===== src/rtl/usb_rx_pkt_if.sv =====
// Line-state type and receive-side bus bundle for the USB packet receiver.

package usb_rx_pkt_pkg;

  // Differential line state from the CDR, encoded as {D-, D+}.
  typedef enum logic [1:0] {
    LS_SE0 = 2'b00,
    LS_J   = 2'b01,
    LS_K   = 2'b10,
    LS_SE1 = 2'b11
  } d_port_t;

endpackage

interface usb_rx_pkt_if
  import usb_rx_pkt_pkg::*;
#(
  parameter int unsigned LEN_W = 11
);

  logic             clk_en;
  d_port_t          rxd;
  logic [7:0]       data;
  logic             valid;
  logic             active;
  logic             eop;
  logic             error;
  logic [1:0]       err_code;
  logic [LEN_W-1:0] byte_cnt;

  // Receiver side: consumes line state, produces bytes and status.
  modport master (
    input  clk_en,
    input  rxd,
    output data,
    output valid,
    output active,
    output eop,
    output error,
    output err_code,
    output byte_cnt
  );

  // Client side: supplies line state, observes bytes and status.
  modport slave (
    output clk_en,
    output rxd,
    input  data,
    input  valid,
    input  active,
    input  eop,
    input  error,
    input  err_code,
    input  byte_cnt
  );

endinterface


===== src/rtl/usb_rx_pkt.sv =====
// USB packet receiver: SYNC detection, NRZI decode, bit-unstuffing,
// byte assembly, EOP detection and error reporting.

module usb_rx_pkt
  import usb_rx_pkt_pkg::*;
#(
  parameter int unsigned SYNC_LEN  = 8,
  parameter int unsigned STUFF_LEN = 6,
  parameter int unsigned MAX_LEN   = 1027,
  parameter int unsigned LEN_W     = 11
) (
  input logic         clk,
  input logic         reset,
  usb_rx_pkt_if.master bus
);

  localparam int unsigned SYNC_W = $clog2(SYNC_LEN + 1);
  localparam int unsigned CNT_W  = $clog2(STUFF_LEN + 2);

  localparam logic [1:0] ERR_NONE  = 2'd0;
  localparam logic [1:0] ERR_STUFF = 2'd1;
  localparam logic [1:0] ERR_ALIGN = 2'd2;
  localparam logic [1:0] ERR_LEN   = 2'd3;

  typedef enum logic [2:0] {
    S_IDLE,
    S_SYNC,
    S_DATA,
    S_EOP,
    S_ERROR,
    S_WAIT_IDLE
  } state_t;

  state_t             state_q,    state_d;
  logic [SYNC_W-1:0]  sync_cnt_q, sync_cnt_d;
  logic [2:0]         bit_cnt_q,  bit_cnt_d;
  logic [CNT_W-1:0]   ones_cnt_q, ones_cnt_d;
  logic [CNT_W-1:0]   idle_cnt_q, idle_cnt_d;
  logic [7:0]         shift_q,    shift_d;
  logic               prev_j_q,   prev_j_d;
  logic               prev_se0_q, prev_se0_d;
  logic [7:0]         data_q,     data_d;
  logic               valid_q,    valid_d;
  logic               active_q,   active_d;
  logic               eop_q,      eop_d;
  logic               error_q,    error_d;
  logic [1:0]         err_code_q, err_code_d;
  logic [LEN_W-1:0]   byte_cnt_q, byte_cnt_d;

  logic               line_j;
  logic               line_k;
  logic               line_se0;
  logic               nrzi_bit;
  logic [SYNC_W-1:0]  sync_nxt;
  logic [7:0]         byte_nxt;

  // Line decode helpers; SE1 is treated as a non-J, non-SE0 symbol.
  always_comb begin
    line_j   = (bus.rxd == LS_J);
    line_k   = (bus.rxd == LS_K);
    line_se0 = (bus.rxd == LS_SE0);
    nrzi_bit = (line_j == prev_j_q);
    sync_nxt = sync_cnt_q + SYNC_W'(1);
    byte_nxt = {nrzi_bit, shift_q[7:1]};
  end

  // Next-state and output computation; everything moves only on a bit strobe.
  always_comb begin
    state_d    = state_q;
    sync_cnt_d = sync_cnt_q;
    bit_cnt_d  = bit_cnt_q;
    ones_cnt_d = ones_cnt_q;
    idle_cnt_d = idle_cnt_q;
    shift_d    = shift_q;
    prev_j_d   = prev_j_q;
    prev_se0_d = prev_se0_q;
    data_d     = data_q;
    valid_d    = 1'b0;
    eop_d      = 1'b0;
    error_d    = 1'b0;
    err_code_d = err_code_q;
    byte_cnt_d = byte_cnt_q;

    if (bus.clk_en) begin
      // Line history is tracked on every strobe, independent of state.
      prev_j_d   = line_j;
      prev_se0_d = line_se0;

      case (state_q)
        S_IDLE: begin
          if (line_k) begin
            state_d    = S_SYNC;
            sync_cnt_d = SYNC_W'(1);
          end
        end

        S_SYNC: begin
          if (sync_nxt == SYNC_W'(SYNC_LEN)) begin
            if (line_k) begin
              state_d    = S_DATA;
              byte_cnt_d = '0;
              err_code_d = ERR_NONE;
              bit_cnt_d  = '0;
              ones_cnt_d = '0;
            end else begin
              state_d = S_IDLE;
            end
          end else if ((sync_nxt[0] && line_k) || (!sync_nxt[0] && line_j)) begin
            sync_cnt_d = sync_nxt;
          end else begin
            // Broken SYNC is just noise: drop back silently.
            state_d = S_IDLE;
          end
        end

        S_DATA: begin
          if (line_se0) begin
            if ((bit_cnt_q == 3'd0) && (byte_cnt_q != '0)) begin
              state_d = S_EOP;
            end else begin
              state_d    = S_ERROR;
              err_code_d = ERR_ALIGN;
            end
          end else if (ones_cnt_q == CNT_W'(STUFF_LEN)) begin
            // This bit must be the stuffed zero; a one here is a stuff violation.
            if (nrzi_bit) begin
              state_d    = S_ERROR;
              err_code_d = ERR_STUFF;
            end else begin
              ones_cnt_d = '0;
            end
          end else begin
            ones_cnt_d = nrzi_bit ? (ones_cnt_q + CNT_W'(1)) : '0;
            shift_d    = byte_nxt;
            bit_cnt_d  = bit_cnt_q + 3'd1;
            if (bit_cnt_q == 3'd7) begin
              if (byte_cnt_q == LEN_W'(MAX_LEN)) begin
                state_d    = S_ERROR;
                err_code_d = ERR_LEN;
              end else begin
                data_d     = byte_nxt;
                valid_d    = 1'b1;
                byte_cnt_d = byte_cnt_q + LEN_W'(1);
              end
            end
          end
        end

        S_EOP: begin
          if (line_j) begin
            eop_d   = 1'b1;
            state_d = S_IDLE;
          end else if (!line_se0) begin
            state_d    = S_ERROR;
            err_code_d = ERR_ALIGN;
          end
        end

        S_ERROR: begin
          error_d    = 1'b1;
          state_d    = S_WAIT_IDLE;
          idle_cnt_d = '0;
        end

        S_WAIT_IDLE: begin
          // Leave on a long enough J run, or on J right after an SE0.
          if (line_j) begin
            if (prev_se0_q || (idle_cnt_q == CNT_W'(STUFF_LEN))) begin
              state_d = S_IDLE;
            end else begin
              idle_cnt_d = idle_cnt_q + CNT_W'(1);
            end
          end else begin
            idle_cnt_d = '0;
          end
        end

        default: begin
          state_d = S_IDLE;
        end
      endcase
    end

    active_d = (state_d == S_DATA) || (state_d == S_EOP) ||
               (state_d == S_ERROR) || (state_d == S_WAIT_IDLE);
  end

  // State and output registers with synchronous reset.
  always_ff @(posedge clk) begin
    if (reset) begin
      state_q    <= S_IDLE;
      sync_cnt_q <= '0;
      bit_cnt_q  <= '0;
      ones_cnt_q <= '0;
      idle_cnt_q <= '0;
      shift_q    <= '0;
      prev_j_q   <= 1'b0;
      prev_se0_q <= 1'b0;
      data_q     <= '0;
      valid_q    <= 1'b0;
      active_q   <= 1'b0;
      eop_q      <= 1'b0;
      error_q    <= 1'b0;
      err_code_q <= ERR_NONE;
      byte_cnt_q <= '0;
    end else begin
      state_q    <= state_d;
      sync_cnt_q <= sync_cnt_d;
      bit_cnt_q  <= bit_cnt_d;
      ones_cnt_q <= ones_cnt_d;
      idle_cnt_q <= idle_cnt_d;
      shift_q    <= shift_d;
      prev_j_q   <= prev_j_d;
      prev_se0_q <= prev_se0_d;
      data_q     <= data_d;
      valid_q    <= valid_d;
      active_q   <= active_d;
      eop_q      <= eop_d;
      error_q    <= error_d;
      err_code_q <= err_code_d;
      byte_cnt_q <= byte_cnt_d;
    end
  end

  assign bus.data     = data_q;
  assign bus.valid    = valid_q;
  assign bus.active   = active_q;
  assign bus.eop      = eop_q;
  assign bus.error    = error_q;
  assign bus.err_code = err_code_q;
  assign bus.byte_cnt = byte_cnt_q;

endmodule


===== src/flat_wrapper.sv =====
// flat-port wrapper written by rule: the top's interface ports become plain ports
module usb_rx_pkt_flat import usb_rx_pkt_pkg::*;
#(
  parameter int unsigned SYNC_LEN  = 8,
  parameter int unsigned STUFF_LEN = 6,
  parameter int unsigned MAX_LEN   = 1027,
  parameter int unsigned LEN_W     = 11
)
  (clk, reset, bus_clk_en, bus_rxd, bus_data, bus_valid, bus_active, bus_eop, bus_error, bus_err_code, bus_byte_cnt);
  usb_rx_pkt_if #(.LEN_W(LEN_W)) bus_i ();
  input logic clk;
  input logic reset;
  input wire logic [$bits(bus_i.clk_en)-1:0] bus_clk_en;
  input wire logic [$bits(bus_i.rxd)-1:0] bus_rxd;
  output wire logic [$bits(bus_i.data)-1:0] bus_data;
  output wire logic [$bits(bus_i.valid)-1:0] bus_valid;
  output wire logic [$bits(bus_i.active)-1:0] bus_active;
  output wire logic [$bits(bus_i.eop)-1:0] bus_eop;
  output wire logic [$bits(bus_i.error)-1:0] bus_error;
  output wire logic [$bits(bus_i.err_code)-1:0] bus_err_code;
  output wire logic [$bits(bus_i.byte_cnt)-1:0] bus_byte_cnt;
  assign bus_i.clk_en = bus_clk_en;
  assign bus_i.rxd = bus_rxd;
  assign bus_data = bus_i.data;
  assign bus_valid = bus_i.valid;
  assign bus_active = bus_i.active;
  assign bus_eop = bus_i.eop;
  assign bus_error = bus_i.error;
  assign bus_err_code = bus_i.err_code;
  assign bus_byte_cnt = bus_i.byte_cnt;
  usb_rx_pkt #(.SYNC_LEN(SYNC_LEN), .STUFF_LEN(STUFF_LEN), .MAX_LEN(MAX_LEN), .LEN_W(LEN_W)) u_core (.clk(clk), .reset(reset), .bus(bus_i));
endmodule

===== config.mk =====
export PLATFORM = sky130hd
export DESIGN_NAME = usb_rx_pkt_flat
export DESIGN_NICKNAME = d
export VERILOG_FILES = /design/src/rtl/usb_rx_pkt_if.sv /design/src/rtl/usb_rx_pkt.sv /design/src/flat_wrapper.sv
export SDC_FILE = /design/constraint.sdc
export NUM_CORES = 1
export LEC_CHECK = 0
export BUFFER_PORTS_ARGS = -buffer_cell sky130_fd_sc_hd__clkbuf_2
export CORE_ASPECT_RATIO = 2
export CORE_MARGIN = 2
export CORE_UTILIZATION = 46
export CTS_BUF_LIST = sky130_fd_sc_hd__clkbuf_16
export DETAILED_ROUTE_END_ITERATION = 6
export PLACE_DENSITY_LB_ADDON = 0.05
export SETUP_SLACK_MARGIN = 0.02
export SYNTH_ARGS = -nofsm -noshare
export SYNTH_HDL_FRONTEND = slang
export SYNTH_SLANG_ARGS = --single-unit
export TNS_END_PERCENT = 10

===== constraint.sdc =====
create_clock -name clk -period 2.98 [get_ports clk]
set_input_delay 0.149 -clock clk [delete_from_list [all_inputs] [get_ports clk]]
set_output_delay 0.149 -clock clk [all_outputs]
set_load 0.02 [all_outputs]

## Word-level counts from Yosys, hierarchy flattened

Cells that the tools add are included.

| storage, ports and cells | value |
|---|---|
| bits in registers | 51 |
| output and inout port bits | 25 |

| cells by class | value |
|---|---|
| reductions and logical operators | 28 |
| equality and inequality tests | 34 |
| add/subtract/negate cells | 5 |
| bitwise operators | 7 |
| multiplexer cells | 54 |

Operators by type and width:

| operator | number |
|---|---|
| 3-bit two-way mux | 24 |
| 11-bit two-way mux | 6 |
| 2-bit two-way mux | 11 |
| 11-bit case mux with 2 select lines | 1 |
| 3-bit == test, second input constant | 7 |
| 3-bit case mux with 2 select lines | 3 |
| 3-bit case mux with 6 select lines | 1 |
| 6-bit AND reduction | 3 |
| 3-bit by 2-bit == test with 1-bit output, second input constant | 4 |
| 4-bit two-way mux | 3 |
| 2-bit != test, second input constant | 6 |
| 11-bit by 1-bit adder with 11-bit output, second input constant | 1 |
| 11-bit == test, second input constant | 1 |
| 11-bit nonzero test | 1 |
| 2-bit by 1-bit != test with 1-bit output, second input constant | 5 |
| 10-bit AND reduction | 1 |
| 3-bit by 1-bit adder with 3-bit output, second input constant | 3 |
| 3-bit != test, second input constant | 3 |
| 4-bit by 1-bit != test with 1-bit output, second input constant | 2 |
| 4-bit case mux with 2 select lines | 1 |
| 8-bit AND reduction | 1 |
| 1-bit inverter | 7 |
| 3-bit zero test | 2 |
| 2-bit case mux with 3 select lines | 1 |
| other kinds (20) | 30 |

## Logic depth before layout (Yosys ltp)

Gate-level depths: netlist of run 1.

| depth | value |
|---|---|
| depth after elaboration | 12 |
| depth in mapped cells | 10 |
| gate-level depth less buffers | 8 |

## Worst setup path after synthesis of run 1

OpenSTA, ideal clock, no wires.

| timing path | value |
|---|---|
| path type | register to register |
| start | register u_core.byte_cnt_q[0], in the netlist u_core.bus.byte_cnt[0] |
| end | register u_core.byte_cnt_q[5], in the netlist u_core.bus.byte_cnt[5] |
| period minus slack after synthesis | 2.091 ns |
| path slack | 0.889 ns |
| required time | 2.910 ns |
| data arrival time | 2.021 ns |
| stages on the path, launching flop included | 8 |
| path buffers | 0 |
| cells stage by stage | dfxtp_1 ha_1 and2_1 a31o_2 nand2_1 nand3_2 or4_1 a21oi_1 |

| on the way | value |
|---|---|
| word-level cells in the longest chain between the ends | 6 |
| elaborated cells on any way between the ends | 9 |
| those cells by class | add/sub (1); eq/ne (2); mux (5); reduce/logical (1) |

RTL lines:

| what | line | RTL |
|---|---|---|
| start: declaration | usb_rx_pkt.sv:48 | `logic [LEN_W-1:0] byte_cnt_q, byte_cnt_d;` |
| start signal: assignment | usb_rx_pkt.sv:221 | `byte_cnt_q <= byte_cnt_d;` |
| 11-bit by 1-bit adder with 11-bit output | usb_rx_pkt.sv:143 | `byte_cnt_d = byte_cnt_q + LEN_W'(1);` |
| 11-bit two-way mux | usb_rx_pkt.sv:137 | `if (byte_cnt_q == LEN_W'(MAX_LEN)) begin` |
| 11-bit two-way mux | usb_rx_pkt.sv:136 | `if (bit_cnt_q == 3'd7) begin` |
| 11-bit two-way mux | usb_rx_pkt.sv:124 | `end else if (ones_cnt_q == CNT_W'(STUFF_LEN)) begin` |
| 11-bit two-way mux | usb_rx_pkt.sv:117 | `if (line_se0) begin` |
| 11-bit case mux with 2 select lines | usb_rx_pkt.sv:89 | `case (state_q)` |

Several ways; a longest one is shown, not always the timed one. The select of a mux whose other input is x is not followed.
A chain may end at the register's enable or synchronous reset.

## Worst setup path in the final report of run 1

| timing path | value |
|---|---|
| start | register u_core.state_q[1] |
| end | register u_core.data_q[3], in the netlist u_core.bus.data[3] |

| on the way | value |
|---|---|
| word-level cells in the longest chain between the ends | 2 |

RTL lines:

| what | line | RTL |
|---|---|---|
| start: declaration | usb_rx_pkt.sv:34 | `state_t state_q, state_d;` |
| start signal: assignment | usb_rx_pkt.sv:207 | `state_q <= state_d;` |
| 3-bit by 2-bit == test with 1-bit output | usb_rx_pkt.sv:89 |  |
| 6-bit AND reduction (no line) | n/a |  |
| end signal: assignment | usb_rx_pkt.sv:215 | `data_q <= data_d;` |
| end: declaration | usb_rx_pkt.sv:42 | `logic [7:0] data_q, data_d;` |

No other way between the ends.

==> reports/results.tsv, run 1 <==
stage	metric	value	unit
timing	final setup margin	0.430	ns
route	DRC	0	
cells_and_area	Layout Utilization	0.524	
yosys	top_reg_cell synth	dfxtp_1	
timing	Tmin final	2.55	ns
yosys	Avg Inst Size Synth	8.18	µm²
pwr	Pwr per Cell Area	461	mW/mm²
yosys	Synth Instances	322	
route	antenna viol nets, final	0	
timing	RSZ-0062 raised after global routing	false	
cells_and_area	final net count	358	
die	I/O Pins	30	
die	core area	0.00561	mm²
worst_setup_path	CP required	3.18	ns
cts	Post-CTS Setup Inserts	0	
yosys	Syn Nets	337	
place	GPL Wtd Cong	0.870	
yosys	synthesis warning total	0	
pwr	Pleak	0.00113	µW
route	DRT iter0 DRCs	114	
die	Die Height	111	µm
timing	max-slew violations	0	
job	maxcap violations	0	
cts	hold_buf cts	0	
cells_and_area	area of the multi-input gates	0.00152	mm²
yosys	Synth cell types	58	
timing	Hold Slack	0.307	ns
worst_setup_path	worst path cell trace	or3b_4 -> or4_1 -> nor2_8 -> nand2_1 -> a21oi_1	
worst_setup_path	Crit path max-delay family	simple AND/OR/NAND/NOR gates	
worst_setup_path	startpoint types	register	
timing	endpoints failing setup	0	
timing	fin crit share	0.856	
yosys	#FFs+latches synth	50	
route	Pre-antenna DRT Iters	4	
pwr	VDD IR max	0.000526	V
cts	clk root buf	clkbuf_16	
cts	CTS tree	yes	
cts	CTS H-tree lvls	2	
cells_and_area	FF/Latch Area	0.00100	mm²
cells_and_area	# fillers	565	
worst_setup_path	Worst Setup Path Type	reg -> reg	
worst_setup_path	flop-to-flop setup slack	0.43	ns
grt	GRT overflow	0	
route	vias per std cell	5.82	
cts	clock slew at reported path FFs	0.07	ns
yosys	Async SR Flop Fraction	0	
worst_setup_path	Critical Path Fanout Max	18	
worst_setup_path	arrival time at the worst endpoint	2.75	ns
cts	clock net sink count	50	
place	PortBufs	29	
worst_setup_path	slowest cell on the critical path	or4_1	
grt	largest net degree at the start of global routing	43	
grt	initial antenna violation count	0	
timing	Hold Vio Cnt, Final	0	
timing	Max Clk Rate	392	MHz
cells_and_area	ant diodes	0	
grt	number of global-route vias before repair	2181	
worst_setup_path	type of destination of the critical path	register	
route	Via Count	2357	
cts	clk_lat worst skew	0.29	ns
grt	Total GRT Usage	0.200	
cells_and_area	layout cell share with drive strength beyond 1	0.154	
worst_setup_path	CP bufs+invs	0	
timing	Setup TNS	0	ns
die	initial core utilization	0.470	
hold_path	min-delay worst type	in -> reg	
route	wire per inst	15.0	µm
die	FP Rows	39	
cells_and_area	leading cell type in the layout, fill and taps excluded	dfxtp_1	
grt	first-pass GRT wire length	10.2	mm
timing	Max-Slew Margin vs Limit	0.409	
outcome	status	completed	
yosys	EDFF count, synth	0	
cells_and_area	most frequent cells in the layout	50 x dfxtp_1, 40 x nand2_1, 34 x a21oi_1	
route	drt total wl	6.07	mm
die	Die X	57.5	µm
worst_setup_path	CP peak stage delay	0.85	ns
yosys	synthesized area	0.00264	mm²
cells_and_area	area delta synth->final	11.5	%
yosys	sequential area share after synthesis	0.380	
cts	CTS Buf Count	5	
place	HPWL after DPL	4.37	mm
die	Die Footprint	0.00639	mm²
timing	clk_skew	0.00439	ns
cts	Clock Path Buffers	2	
cts	post-CTS resize count	0	
timing	Worst Tran Pin Value	0.887	ns
place	Post-Place Worst Slack	0.474	ns
-- stage by stage --
stage	cells	area (µm²)	total power (µW)
floorplan	322	2640	793
global placement	397	2800	816
detailed placement	397	2800	818
CTS	405	2940	1370
global route	405	2940	1410
finish	405	2940	1350
-- kinds of logic after synthesis --
group | after synthesis | share of synthesized area
AOI/OAI and AO/OA | 83 | 0.200
xor gates and xnor gates | 10 | 0.0332
adders and majority gates | 10 | 0.0475
buffers and inverters | 28 | 0.0451
DFF | 50 | 0.380
muxes | 4 | 0.0152
and+or+nand+nor | 137 | 0.279
-- tightest hold or removal path, delay by kind of cell --
kind	cells	cell delay, ns
buffers and inverters	1	0.21
and+or+nand+nor	2	0.20
-- final cells by class --
| class | instances | area share |
|---|---|---|
| multi-input combinational | 244 | 0.516 |
| sequential | 50 | 0.341 |
| timing repair buffer | 32 | 0.0570 |
| clock buffer | 5 | 0.0426 |
| tap | 61 | 0.0260 |
| inverter | 10 | 0.0128 |
| clock inverter | 3 | 0.00553 |
-- synth_stat cells, types with 5 or more instances --
master | count | area (µm²)
dfxtp_1 | 50 | 1000
nand2_1 | 40 | 150
a21oi_1 | 34 | 170
nor2_1 | 29 | 109
o21ai_0 | 21 | 105
clkbuf_1 | 12 | 45.0
nand4_1 | 11 | 68.8
ha_1 | 10 | 125
inv_1 | 10 | 37.5
nor3_1 | 8 | 40.0
xor2_1 | 8 | 70.1
nand3_1 | 7 | 35.0
and2_1 | 5 | 31.3
nor2b_1 | 5 | 31.3
-- state kept, by name, summed over array words and instances, names as in the netlist --
register and flops:
u_core.idle_cnt_q 3, u_core.bus.err_code 2, u_core.bus.byte_cnt 11, u_core.prev_j_q 1, u_core.bus.data 8, u_core.bus.error 1, u_core.shift_q 7, u_core.bus.valid 1
u_core.bit_cnt_q 3, u_core.prev_se0_q 1, u_core.state_q 3, u_core.bus.active 1, u_core.ones_cnt_q 3, u_core.sync_cnt_q 4, u_core.bus.eop 1
-- power by group --
group | internal, µW | switching, µW
sequential | 677 | 16.1
clock | 307 | 244
combinational | 38.4 | 72.1
-- routing by layer --
layer | GRT usage | vias to the layer above | share of wire
met5 | 0 | - | 0
met4 | 0.0868 | 0 | 0.026
met3 | 0.0338 | 12 | 0.029
met2 | 0.335 | 45 | 0.52
met1 | 0.243 | 1111 | 0.42
li1 | - | 1189 | -
-- final timing paths --
| check | startpoint | to | depth (start not counted) |
|---|---|---|---|
| worst min-delay path | bus_clk_en | u_core.bus.error | 3 |
| worst max register to register | u_core.state_q[1] | u_core.bus.data[3] | 5 |
| worst max-delay path | u_core.state_q[1] | u_core.bus.data[3] | 5 |
| worst min register to register | u_core.shift_q[1] | u_core.shift_q[1] | 2 |
Power figures use the tool's default switching activity.
==> run 2: changes to the inputs <==
--- a/config.mk
+++ b/config.mk
@@ -8,7 +8,7 @@
 export BUFFER_PORTS_ARGS = -buffer_cell sky130_fd_sc_hd__clkbuf_2
 export CORE_ASPECT_RATIO = 2
 export CORE_MARGIN = 2
-export CORE_UTILIZATION = 46
+export CORE_UTILIZATION = 45
 export CTS_BUF_LIST = sky130_fd_sc_hd__clkbuf_16
 export DETAILED_ROUTE_END_ITERATION = 6
 export PLACE_DENSITY_LB_ADDON = 0.05
==> reports/results.tsv, run 2 (synthesis gave the netlist of run 1 again) <==
stage	metric	value	unit	change
outcome	status	completed		
place	HPWL after DPL	4.61	mm	+5.6%
timing	Setup TNS	0	ns	unchanged
die	I/O Pins	30		unchanged
cts	Post-CTS Setup Inserts	0		unchanged
worst_setup_path	worst path cell trace	or3b_4 -> or4_1 -> nor2_8 -> nand2_1 -> a21oi_1		
cts	CTS H-tree lvls	2		unchanged
grt	largest net degree at the start of global routing	43		unchanged
worst_setup_path	arrival time at the worst endpoint	2.58	ns	-0.17 ns
hold_path	min-delay worst type	in -> reg		
cells_and_area	final net count	358		unchanged
cts	post-CTS resize count	0		unchanged
place	GPL Wtd Cong	0.818		-5.9%
cells_and_area	Layout Utilization	0.519		-0.00429
grt	number of global-route vias before repair	2180		-0.046%
die	Die X	58.1	µm	+1.0%
route	antenna viol nets, final	0		unchanged
worst_setup_path	Critical Path Fanout Max	18		unchanged
pwr	Pleak	0.00114	µW	+0.66%
cts	CTS tree	yes		
die	Die Footprint	0.00652	mm²	+2.1%
route	drt total wl	6.26	mm	+3.0%
route	DRT iter0 DRCs	125		+9.6%
grt	GRT overflow	0		unchanged
grt	initial antenna violation count	0		unchanged
pwr	Pwr per Cell Area	463	mW/mm²	+0.59%
cts	hold_buf cts	0		unchanged
cells_and_area	layout cell share with drive strength beyond 1	0.154		unchanged
worst_setup_path	CP bufs+invs	0		unchanged
timing	max-slew violations	0		unchanged
cells_and_area	ant diodes	0		unchanged
timing	Max-Slew Margin vs Limit	0.415		+0.00619
cts	Clock Path Buffers	2		unchanged
grt	Total GRT Usage	0.212		+0.0124
worst_setup_path	type of destination of the critical path	register		
grt	first-pass GRT wire length	10.8	mm	+5.1%
cts	clk root buf	clkbuf_16		
cts	clk_lat worst skew	0.30	ns	about the same
job	maxcap violations	0		unchanged
timing	fin crit share	0.798		-0.0578
cts	clock net sink count	50		unchanged
route	wire per inst	15.4	µm	+3.0%
worst_setup_path	Worst Setup Path Type	reg -> reg		
cells_and_area	area delta synth->final	11.6	%	about the same
worst_setup_path	CP peak stage delay	0.86	ns	about the same
route	DRC	0		unchanged
route	vias per std cell	5.66		-2.7%
die	Die Height	112	µm	+1.1%
cts	clock slew at reported path FFs	0.07	ns	about the same
worst_setup_path	Crit path max-delay family	simple AND/OR/NAND/NOR gates		
pwr	VDD IR max	0.000539	V	+2.5%
route	Via Count	2294		-2.7%
timing	Hold Vio Cnt, Final	0		unchanged
cells_and_area	max reg flops	11		unchanged
die	initial core utilization	0.466		-0.00405
route	Pre-antenna DRT Iters	4		unchanged
timing	clk_skew	0.00533	ns	+0.000941 ns
worst_setup_path	CP required	3.18	ns	about the same
timing	RSZ-0062 raised after global routing	false		
worst_setup_path	startpoint types	register		
cts	CTS Buf Count	5		unchanged
timing	Tmin final	2.38	ns	-0.172 ns
die	FP Rows	39		unchanged
cells_and_area	most frequent cells in the layout	50 x dfxtp_1, 40 x nand2_1, 34 x a21oi_1		
cells_and_area	leading cell type in the layout, fill and taps excluded	dfxtp_1		
timing	endpoints failing setup	0		unchanged
worst_setup_path	slowest cell on the critical path	or4_1		
place	PortBufs	29		unchanged
die	core area	0.00566	mm²	+0.87%
timing	Max Clk Rate	421	MHz	+7.2%
timing	Worst Tran Pin Value	0.878	ns	-0.00928 ns
run 2: cell types whose count changed in the layout (fill, tap and decap cells not counted):
cell        previous run  this run
clkinv_1               1         0
inv_1                 10        11
clkinv_4               0         1
clkinvlp_4             1         0
run 2: worst paths after layout:
check        slack [ns]                  to  depth (start not counted)               from
max reg2reg        0.60  u_core.bus.data[1]                          5  u_core.state_q[2]
max                0.60  u_core.bus.data[1]                          5  u_core.state_q[2]
min                0.30    u_core.bus.error                          3         bus_clk_en
min reg2reg        0.46  u_core.bus.data[0]                          2  u_core.shift_q[1]
run 2: tightest hold or removal path, delay by kind of cell:
kind / cells / cell delay [ns]
buffers and inverters: 1 / 0.21
and+or+nand+nor: 2 / 0.20
run 2: cell type report:
type	instances	area (µm²)
Clock buffer	5	125
Inverter	10	37.5
Sequential cell	50	1000
Tap cell	61	76.3
Clock inverter	3	17.5
Timing Repair Buffer	32	168
Multi-Input combinational cell	244	1520
Fill cell	570	2720
run 2: per-stage QoR:
step | worst slack, ns | hold WS, ns | total power [µW] | instance area [µm²] | cells
4_1_cts | 0.571 | 0.306 | 1380 | 2940 | 405
6_report | 0.603 | 0.302 | 1360 | 2940 | 405
3_3_place_gp | 0.603 | 0.444 | 819 | 2800 | 397
3_5_place_dp | 0.590 | 0.446 | 821 | 2800 | 397
5_1_grt | 0.435 | 0.323 | 1430 | 2940 | 405
2_1_floorplan | 0.889 | 0.404 | 793 | 2640 | 322
run 2: metal layers:
| metal | GRT usage | part of all wire | wire, µm |
|---|---|---|---|
| met5 | 0 | 0 | 0 |
| met4 | 0.0868 | 0.023 | 144 |
| met3 | 0.0380 | 0.028 | 174 |
| met2 | 0.370 | 0.54 | 3350 |
| met1 | 0.248 | 0.41 | 2580 |
run 2: where the power goes:
| part | switching [µW] | internal, µW | leakage (µW) |
|---|---|---|---|
| Clock | 249 | 308 | 0.0000750 |
| Combinational | 75.8 | 39.5 | 0.000663 |
| Sequential | 13.3 | 677 | 0.000404 |
